[src/rtl/rgb2bw_frame_ctrl.sv]
// Frame sequencer around the combinational RGB-to-BW converter: reads RGB pixels,
// presents them to the converter, scales the result to 8-bit gray and writes it out.
module rgb2bw_frame_ctrl #(
   parameter int NUM_PIXELS = 16384,
   parameter int ADDR_W     = 14,
   parameter int GRAY_SHIFT = 7
) (
   input  logic              clk,
   input  logic              rst,
   input  logic              start,
   input  logic              abort,
   output logic              src_rd_en,
   output logic [ADDR_W-1:0] src_addr,
   input  logic [23:0]       src_rd_data,
   output logic [7:0]        origi_red,
   output logic [7:0]        origi_green,
   output logic [7:0]        origi_blue,
   input  logic [14:0]       intmod_red,
   output logic              dst_wr_en,
   output logic [ADDR_W-1:0] dst_addr,
   output logic [7:0]        dst_wr_data,
   input  logic              dst_wr_ready,
   output logic              busy,
   output logic              done,
   output logic              aborted,
   output logic [ADDR_W:0]   pix_count
);

   localparam logic [2:0] S_IDLE = 3'd0;
   localparam logic [2:0] S_RD   = 3'd1;
   localparam logic [2:0] S_CAP  = 3'd2;
   localparam logic [2:0] S_CONV = 3'd3;
   localparam logic [2:0] S_WR   = 3'd4;
   localparam logic [2:0] S_FIN  = 3'd5;

   localparam logic [ADDR_W-1:0] LAST_IDX = ADDR_W'(NUM_PIXELS - 1);

   logic [2:0]        state;
   logic [ADDR_W-1:0] index;
   logic              abort_lat;
   logic [14:0]       intmod_q;
   logic [14:0]       gray_full;

   // NOTE: every register below is updated with <= so all branches see the
   // pre-edge values regardless of statement order.
   always_ff @(posedge clk) begin
      if (rst) begin
         state       <= S_IDLE;
         index       <= '0;
         abort_lat   <= 1'b0;
         intmod_q    <= '0;
         origi_red   <= '0;
         origi_green <= '0;
         origi_blue  <= '0;
         dst_addr    <= '0;
         pix_count   <= '0;
      end else begin
         // Abort is remembered from any active state; the WR branch below may override it.
         if (abort && state != S_IDLE && state != S_FIN)
            abort_lat <= 1'b1;

         case (state)
            S_IDLE: begin
               if (start) begin
                  index     <= '0;
                  pix_count <= '0;
                  abort_lat <= 1'b0;
                  state     <= S_RD;
               end
            end
            S_RD: state <= S_CAP;
            S_CAP: begin
               origi_red   <= src_rd_data[23:16];
               origi_green <= src_rd_data[15:8];
               origi_blue  <= src_rd_data[7:0];
               state       <= S_CONV;
            end
            S_CONV: begin
               intmod_q <= intmod_red;
               dst_addr <= index;
               state    <= S_WR;
            end
            S_WR: begin
               if (dst_wr_ready) begin
                  pix_count <= pix_count + 1'b1;
                  if (index == LAST_IDX) begin
                     // Completing the frame takes priority over a pending abort.
                     abort_lat <= 1'b0;
                     state     <= S_FIN;
                  end else if (abort_lat || abort) begin
                     abort_lat <= 1'b1;
                     state     <= S_FIN;
                  end else begin
                     index <= index + 1'b1;
                     state <= S_RD;
                  end
               end
            end
            S_FIN:   state <= S_IDLE;
            default: state <= S_IDLE;
         endcase
      end
   end

   assign gray_full   = intmod_q >> GRAY_SHIFT;
   assign dst_wr_data = (gray_full > 15'd255) ? 8'hFF : gray_full[7:0];

   assign src_addr  = index;
   assign src_rd_en = (state == S_RD);
   assign dst_wr_en = (state == S_WR);
   assign busy      = (state == S_RD) || (state == S_CAP) || (state == S_CONV) || (state == S_WR);
   assign done      = (state == S_FIN) && !abort_lat;
   assign aborted   = (state == S_FIN) && abort_lat;

endmodule

[config.mk]
export PLATFORM = sky130hd
export DESIGN_NAME = rgb2bw_frame_ctrl
export DESIGN_NICKNAME = d
export VERILOG_FILES = /design/src/rtl/rgb2bw_frame_ctrl.sv
export SDC_FILE = /design/constraint.sdc
export NUM_CORES = 1
export LEC_CHECK = 0
export ABC_AREA = 0
export ABC_CLOCK_PERIOD_IN_PS = 2000
export CAP_MARGIN = 20
export CORE_MARGIN = 4
export CORE_UTILIZATION = 44
export DETAILED_ROUTE_END_ITERATION = 12
export HOLD_SLACK_MARGIN = 0.02
export PLACE_DENSITY = 0.86
export REMOVE_ABC_BUFFERS = 1
export SYNTH_ARGS = -nofsm -noshare
export SYNTH_HDL_FRONTEND = slang
export SYNTH_SLANG_ARGS = --single-unit
[constraint.sdc]
create_clock -name clk -period 2 [get_ports clk]
set_input_delay 0.3 -clock clk [delete_from_list [all_inputs] [get_ports clk]]
set_output_delay 0.3 -clock clk [all_outputs]
set_load 0.05 [all_outputs]
# Word level (Yosys, flattened, before mapping)
# Cells that the tools add are included.
dict set report op_classes {
  n_mul 0
  n_mux 20
  n_addsub 2
  shift 0
  n_div 0
  n_bitwise 0
  n_lt_le_gt_ge 1
  reduce_logical 15
  n_eq_ne 11
}
# op count
set op_table {}
lappend op_table {{$mux W14} 4}
lappend op_table {{$mux W15} 2}
lappend op_table {{$pmux W15 S2} 1}
lappend op_table {{$pmux W14 S2} 1}
lappend op_table {{$add A15 B1 Y15 const B} 1}
lappend op_table {{$pmux W3 S5} 1}
lappend op_table {{$add A14 B1 Y14 const B} 1}
lappend op_table {{$eq A14 B14 Y1 const B} 1}
lappend op_table {{$mux W3} 4}
lappend op_table {{$gt A8 B8 Y1 const B} 1}
lappend op_table {{$mux W8} 1}
lappend op_table {{$eq A3 B2 Y1 const B} 2}
lappend op_table {{$eq A3 B3 Y1 const B} 2}
lappend op_table {{$ne A2 B2 Y1 const B} 3}
lappend op_table {{$mux W1} 5}
lappend op_table {{$reduce_and A5 Y1} 1}
lappend op_table {{$logic_and A1 B1 Y1} 4}
lappend op_table {{$logic_or A1 B1 Y1} 4}
lappend op_table {{$eq A3 B1 Y1 const B} 1}
lappend op_table {{$logic_not A3 Y1} 1}
lappend op_table {{$ne A3 B3 Y1 const B} 1}
lappend op_table {{$reduce_and A3 Y1} 1}
lappend op_table {{$reduce_bool A3 Y1} 1}
lappend op_table {{$ne A2 B1 Y1 const B} 1}
lappend op_table {{4 further kinds} 4}
dict set report totals {
  word_cells 58
  latchBits 0
  memories 0
  output_inout_bits 80
  reg_bits 86
  in_bits 44
  rom_bits 0
  mem_bits_rw 0
}

# Longest topological paths before layout
# Gate-level depths: netlist of run 1.
dict set report depth {
  depth_word 8
  mapped_depth 7
  mapped_depth_nobuf 5
}

# Worst setup path before layout of run 1
# Ideal clock, no wire load.
dict set report synth_path {
  path_type {register to output}
  from {register state[2]}
  to {output port done}
  arrival_ns 2.255
  path_stages_with_launch 3
  t_required_ns 1.700
  setup_slack_ns -0.555
  path_cell_list {dfxtp_1 > clkbuf_1 > nor4bb_1}
}
dict set report synth_via {
  elab_chain_cells 2
}
# item line_no
set synth_rtl {}
lappend synth_rtl {{from (decl)} 38} ;# logic [2:0] state;
lappend synth_rtl {{from (signal assigned)} 48} ;# state <= S_IDLE;
lappend synth_rtl {{from (signal assigned)} 68} ;# state <= S_RD;
lappend synth_rtl {{from (signal assigned)} 71} ;# S_RD: state <= S_CAP;
lappend synth_rtl {{$eq A3 B3 Y1} 112} ;# assign done = (state == S_FIN) && !abort_lat;
lappend synth_rtl {{$logic_and A1 B1 Y1} 112}
lappend synth_rtl {{to (decl)} 24} ;# output logic done,
# Every way passes these cells.

# Worst setup path after layout of run 1
dict set report layout_path {
  from {register index[1], in the netlist src_addr[1]}
  to {output port src_addr[1]}
}
# item line_no
set layout_lines {}
lappend layout_lines {{from (decl)} 39} ;# logic [ADDR_W-1:0] index;
lappend layout_lines {{from (signal assigned)} 94} ;# index <= index + 1'b1;
lappend layout_lines {{to (decl)} 13} ;# output logic [ADDR_W-1:0] src_addr,
# No word-level cell between the ends.

==> metrics.cfg, run 1 <==
[yosys]
yosysSeqAreaShare=0.4739
syn-instance-count=404
synth_ff_type=dfxtp_1
ys_ff_latch=79
synth.avg_cell_area_sq_um=8.260
synth_warnings=0
async_reset_ff_frac=0
synth_edf_count=0
synth_cell_types=46
netlist_area_sq_um=3337

[placed_design]
port_buffers=116
place_hpwl_microns=6686
placed_area_sq_um=4707
place.gp.congestion=0.8348
placed_cells=612

[critical_path]
critPathMaxStageDelay_ns=0.87
crit_path_max_fanout=6
worstSetupPathType=register to primary output
critPathTopFamily=buffers and inverters
crit_path_start_kind=register
r2r_start=src_addr[0]
path_buf_inv=1
cp_slowest_cell=clkdlybuf4s50_1
critPathLaunch=src_addr[1]
cp.arrival_ns=1.64
end_kind=primary output
rr_worst_depth=6
crit_cells=1
path_cells=clkdlybuf4s50_1
worstPathRequired_ns=1.70

[drt]
drt_iter0_drc=174
avgViaCountPerCell=5.344
drcViolationCount=0
ant_nets=0
routed_wl_microns=9108
wl_per_cell_microns=14.50
route.vias.total=3356
firstDrtPassIters=4

[final_layout]
fillers=582
post_route_cells_drive_above_1_share=0.1021
fin_cells=628
register_area_sq_um=1584
antenna_cells=0
multiInputGateArea_sq_um=1637
syn2layout_area_growth_pct=47.77
design_area_sq_um=4931
nets=570

[sta]
min_period_over_period=0.9696
fmax_mhz=515.7
fin_hold_ws_ns=0.3276
skew_ns=0.01062
rsz0062_at_grt=no
setup_viol=0
slew_headroom=0.6305
tightest_slew_ns=0.5526
slew_violations=0
period_needed_ns=1.939
hold_violations=0

[floorplanning]
die_area_sq_um=9041
ios=124
rows=31
fp.coreArea_sq_um=7331
die_y_microns=95.09
die_w_microns=95.09
initial_core_util=0.4552

[worst_hold_path]
hold_depth=3
hp-start=rst
min_path_type=primary input to register

[global_route]
gr-total-overflow=0
grt_pass1_wl_microns=14430
grt_max_degree=40
antenna_found_initial=0
grt_pass1_vias=3180
grt.total_usage=0.2024

[clock_network]
cts.sink_count=79
clk_pin_slew_ns=0.09
cts_tree=done
cts_max_level=3
clock_latency_ns=0.35
cts_root_buffer=clkbuf_8
clockBufferDepth=2
numCtsBuffers=9

[pwr]
power_density_nw_per_um2=680.2
worst_ir_drop_vdd_v=0.0004720
leakagePower_nw=1.772

[run]
drv_cap=0

[outcome]
status=completed

worst paths after layout:
check,endpoint,slack [ns]
setup / recovery,src_addr[1],0.06
setup reg to reg,src_addr[4],0.16
hold reg to reg,origi_red[3],0.45
hold / removal,pix_count[2],0.33
metal layers:
metal / global-route usage / wire [microns] / part of all wire / vias to the layer above
li1: - / - / - / 1659
met1: 0.2148 / 3537 / 0.39 / 1568
met2: 0.3469 / 4556 / 0.50 / 118
met3: 0.09234 / 887 / 0.097 / 11
met4: 0.08293 / 126 / 0.014 / 0
met5: 0 / 0 / 0 / -
report_power, final:
group | internal, W | switching, W
Clock | 0.000617 | 0.000603
Sequential | 0.00161 | 0.0000343
Combinational | 0.000203 | 0.000288
Total | 0.00243 | 0.000926
cells in the final DEF (no fill, tap or decap), types with 2 or more instances in the layout:
| cell | n |
|---|---|
| and3_1 | 5 |
| dfxtp_2 | 2 |
| nand3_1 | 11 |
| buf_4 | 20 |
| mux2i_1 | 3 |
| dlymetal6s2s_1 | 6 |
| nand2_1 | 109 |
| nand3b_1 | 3 |
| nor3_1 | 4 |
| nor2_1 | 11 |
| o31ai_1 | 12 |
| inv_1 | 3 |
| nand4_1 | 7 |
| buf_12 | 5 |
| or3_1 | 2 |
| a21oi_1 | 65 |
| and4_1 | 4 |
| and2_1 | 3 |
| inv_6 | 2 |
| ha_1 | 2 |
| or4_1 | 14 |
| clkinvlp_4 | 2 |
| xor2_1 | 6 |
| o21a_1 | 5 |
| or3b_2 | 2 |
| clkdlybuf4s50_1 | 103 |
| o21ai_0 | 4 |
| dfxtp_1 | 77 |
| clkbuf_8 | 10 |
| xnor2_1 | 2 |
cell usage after synthesis, types with 2 or more instances:
master / n / area [sq um]
nand3b_1: 3 / 22.52
o21ai_0: 4 / 20.02
and2_1: 3 / 18.77
nor3_1: 4 / 20.02
nand4_1: 7 / 43.79
o31ai_1: 12 / 90.09
ha_1: 2 / 25.02
nand2_1: 109 / 409.1
xor2_1: 6 / 52.55
inv_1: 3 / 11.26
a21oi_1: 65 / 325.3
xnor2_1: 2 / 17.52
and3_1: 5 / 31.28
o21a_1: 5 / 37.54
nor2_1: 12 / 45.04
buf_2: 8 / 40.04
nand3_1: 11 / 55.05
or3_1: 2 / 12.51
and4_1: 4 / 35.03
or3b_2: 2 / 17.52
or4_1: 14 / 105.1
dfxtp_1: 79 / 1582
clkbuf_1: 17 / 63.81
mux2i_1: 3 / 30.03
sequential cells by signal (all words and copies together), names as in the netlist:
| name | flops |
|---|---|
| src_addr | 14 |
| abort_lat | 1 |
| pix_count | 15 |
| origi_green | 8 |
| state | 3 |
| origi_red | 8 |
| intmod_q | 8 |
| origi_blue | 8 |
| dst_addr | 14 |
timing repair:
action                                  in CTS  in global routing
pin swaps                                    0                  0
endpoints found under the setup margin       2                  7
buffers inserted                             0                  0
hold buffers                                 0                  0
resized for setup                            3                  7
cell families after synthesis:
kind of cell             after synthesis  synth area share
AO/OA/AOI/OAI                         92            0.1575
buffers and inverters                 30           0.03824
flip-flops                            79            0.4739
adder cells (fa/ha/maj)                2          0.007498
XOR/XNOR                               8           0.02100
AND/OR/NAND/NOR                      189            0.2883
multiplexers                           4           0.01350
final cells by class:
class                   instances  share of cell area
flip-flops and latches         79              0.3212
repair buffers                136              0.2778
inverters                       3            0.002284
clock buffers                  10             0.02791
clock inverters                 6             0.01370
multi-input cells             295              0.3319
well taps                      99             0.02512
per-stage QoR:
stage                       util  power (W)  setup WS (ns)  setup TNS (ns)
after global placement    0.6421   0.002156        0.05698               0
after CTS                 0.6703   0.003375       0.001813               0
after global routing      0.6726   0.003482       0.005517               0
after floorplan                -   0.001923        -0.9076          -11.39
final                     0.6726   0.003354        0.06081               0
after detailed placement  0.6421   0.002167      -0.007038       -0.007038
No activity file was read; power rests on OpenSTA's default activity.
==> run 2, diff against run 1 <==
--- a/config.mk
+++ b/config.mk
@@ -10,6 +10,7 @@
 export CAP_MARGIN = 20
 export CORE_MARGIN = 4
 export CORE_UTILIZATION = 44
+export CTS_CLUSTER_SIZE = 40
 export DETAILED_ROUTE_END_ITERATION = 12
 export HOLD_SLACK_MARGIN = 0.02
 export PLACE_DENSITY = 0.86
==> results of run 2 <==
Same layout as run 1: the final DEF is identical, and so are final timing and power.
==> run 3, diff against run 2 <==
--- a/config.mk
+++ b/config.mk
@@ -13,7 +13,7 @@
 export CTS_CLUSTER_SIZE = 40
 export DETAILED_ROUTE_END_ITERATION = 12
 export HOLD_SLACK_MARGIN = 0.02
-export PLACE_DENSITY = 0.86
+export PLACE_DENSITY = 0.8
 export REMOVE_ABC_BUFFERS = 1
 export SYNTH_ARGS = -nofsm -noshare
 export SYNTH_HDL_FRONTEND = slang
==> metrics.cfg, run 3 (synthesis gave the netlist of run 1 again) <==
[placed_design]
detailedPlace.worstSlack_ns=-0.006783  ; +0.0002547 ns
place_hpwl_microns=6324  ; -5.4%
place.gp.congestion=0.8114  ; -2.8%
port_buffers=116  ; unchanged

[critical_path]
cp.arrival_ns=1.61  ; -0.03 ns
worstPathRequired_ns=1.70  ; about the same
path_cells=clkdlybuf4s50_1
critPathMaxStageDelay_ns=0.85  ; -0.02 ns
path_buf_inv=1  ; unchanged
worstSetupPathType=register to primary output
crit_path_start_kind=register
critPathTopFamily=buffers and inverters
crit_path_max_fanout=6  ; unchanged
end_kind=primary output
cp_slowest_cell=clkdlybuf4s50_1

[floorplanning]
initial_core_util=0.4552  ; unchanged
ios=124  ; unchanged
fp.coreArea_sq_um=7331  ; unchanged
rows=31  ; unchanged
die_area_sq_um=9041  ; unchanged
die_w_microns=95.09  ; unchanged
die_y_microns=95.09  ; unchanged

[pwr]
switching_power_w=0.0008851  ; -4.4%
intPower_w=0.002555  ; +5.2%
total_power_w=0.003440  ; +2.6%
clkPwrFrac=0.378  ; +0.014
worst_ir_drop_vdd_v=0.0003969  ; -16%
power.share.sequential=0.477  ; -0.013
power_density_nw_per_um2=692.6  ; +1.8%
leakagePower_nw=1.812  ; +2.3%
switching_share=0.2573  ; -0.01885
pwr-share-comb=0.144  ; -0.002

[final_layout]
mostFrequentLayoutCell=nand2_1
antenna_cells=0  ; unchanged
layout_common_cells=109 x nand2_1, 100 x clkdlybuf4s50_1, 77 x dfxtp_1, 65 x a21oi_1, 19 x buf_4
nets=569  ; -0.18%
fillers=585  ; +0.52%
post_route_cells_drive_above_1_share=0.1023  ; +0.0001933
largest_register_ff_count=15  ; unchanged
top_register=pix_count
syn2layout_area_growth_pct=48.86

[sta]
skew_ns=0.005788  ; -0.004829 ns
tightest_slew_ns=0.5421  ; -0.01051 ns
slew_headroom=0.6373  ; +0.006824
period_needed_ns=1.908  ; -0.03100 ns
rsz0062_at_grt=no
min_period_over_period=0.9541  ; -0.01550
fmax_mhz=524.1  ; +1.6%
setup_viol=0  ; unchanged
timing.final.ws_setup_ns=0.09181  ; +0.03100 ns
hold_violations=0  ; unchanged
slew_violations=0  ; unchanged

[global_route]
grt_max_degree=27  ; -33%
antenna_found_initial=0  ; unchanged
gr-total-overflow=0  ; unchanged
grt.total_usage=0.1961  ; -0.006287
grt_pass1_wl_microns=14030  ; -2.7%
grt_pass1_vias=3078  ; -3.2%

[clock_network]
cts_root_buffer=clkbuf_8
clk_pin_slew_ns=0.08  ; about the same
cts_max_level=3  ; unchanged
cts_tree=done
numCtsBuffers=9  ; unchanged
cts.sink_count=79  ; unchanged
clock_latency_ns=0.34  ; about the same
clockBufferDepth=2  ; unchanged

[drt]
ant_nets=0  ; unchanged
route.vias.total=3312  ; -1.3%
avgViaCountPerCell=5.282  ; -1.2%
drcViolationCount=0  ; unchanged
firstDrtPassIters=5  ; +1
drt_iter0_drc=126  ; -28%
wl_per_cell_microns=13.93  ; -4.0%
routed_wl_microns=8732  ; -4.1%

[worst_hold_path]
min_path_type=primary input to register

[run]
drv_cap=0  ; unchanged

[outcome]
status=completed

[run 3: power groups by stage]
stage	sequential, W	clock, W	combinational, W
final	0.00164	0.00130	0.000496
after global routing	0.00165	0.00140	0.000528
after CTS	0.00164	0.00133	0.000499
after detailed placement	0.00168	0	0.000498
after global placement	0.00167	0	0.000491
after floorplan	0.00178	0	0.000148
[run 3: area by class of cell]
class	instances	area [sq um]	area share
Clock inverter	5	81.33	0.01637
Timing Repair Buffer	135	1385	0.2788
Tap cell	99	123.9	0.02494
Multi-Input combinational cell	295	1640	0.3302
Inverter	3	11.26	0.002267
Clock buffer	11	141.4	0.02846
Sequential cell	79	1584	0.3189
[run 3: stage by stage]
stage,utilization,instances,hold slack (ns),setup TNS (ns),area (sq um)
after global routing,0.6776,627,0.3343,0,4967
final,0.6776,627,0.3364,0,4967
after detailed placement,0.6438,611,0.4471,-0.006783,4720
after CTS,0.6740,627,0.3305,0,4941
after global placement,0.6438,611,0.4406,0,4720
after floorplan,-,377,0.3691,-11.39,3221
[run 3: final timing paths]
| check | endpoint | cells past startpoint | slack [ns] | startpoint |
|---|---|---|---|---|
| max | src_addr[3] | 1 | 0.09 | src_addr[3] |
| min | dst_addr[8] | 2 | 0.34 | rst |
| max reg2reg | pix_count[13] | 4 | 0.20 | state[2] |
| min reg2reg | origi_blue[5] | 2 | 0.45 | origi_blue[5] |
[run 3: timing repair]
item	in CTS	in global routing
endpoints found under the setup margin	1	11
gates resized for setup	1	10
hold buffers	0	0
cloned	0	0
buffers inserted	0	0
pin swaps	0	0
[run 3: routing by layer]
metal  global-route usage  routed length [microns]  vias up
met2               0.3224                     4148      106
met1               0.2237                     3550     1531
met5                    0                        0        -
met4              0.05769                      124        0
li1                     -                        -     1657
met3              0.09787                      908       18
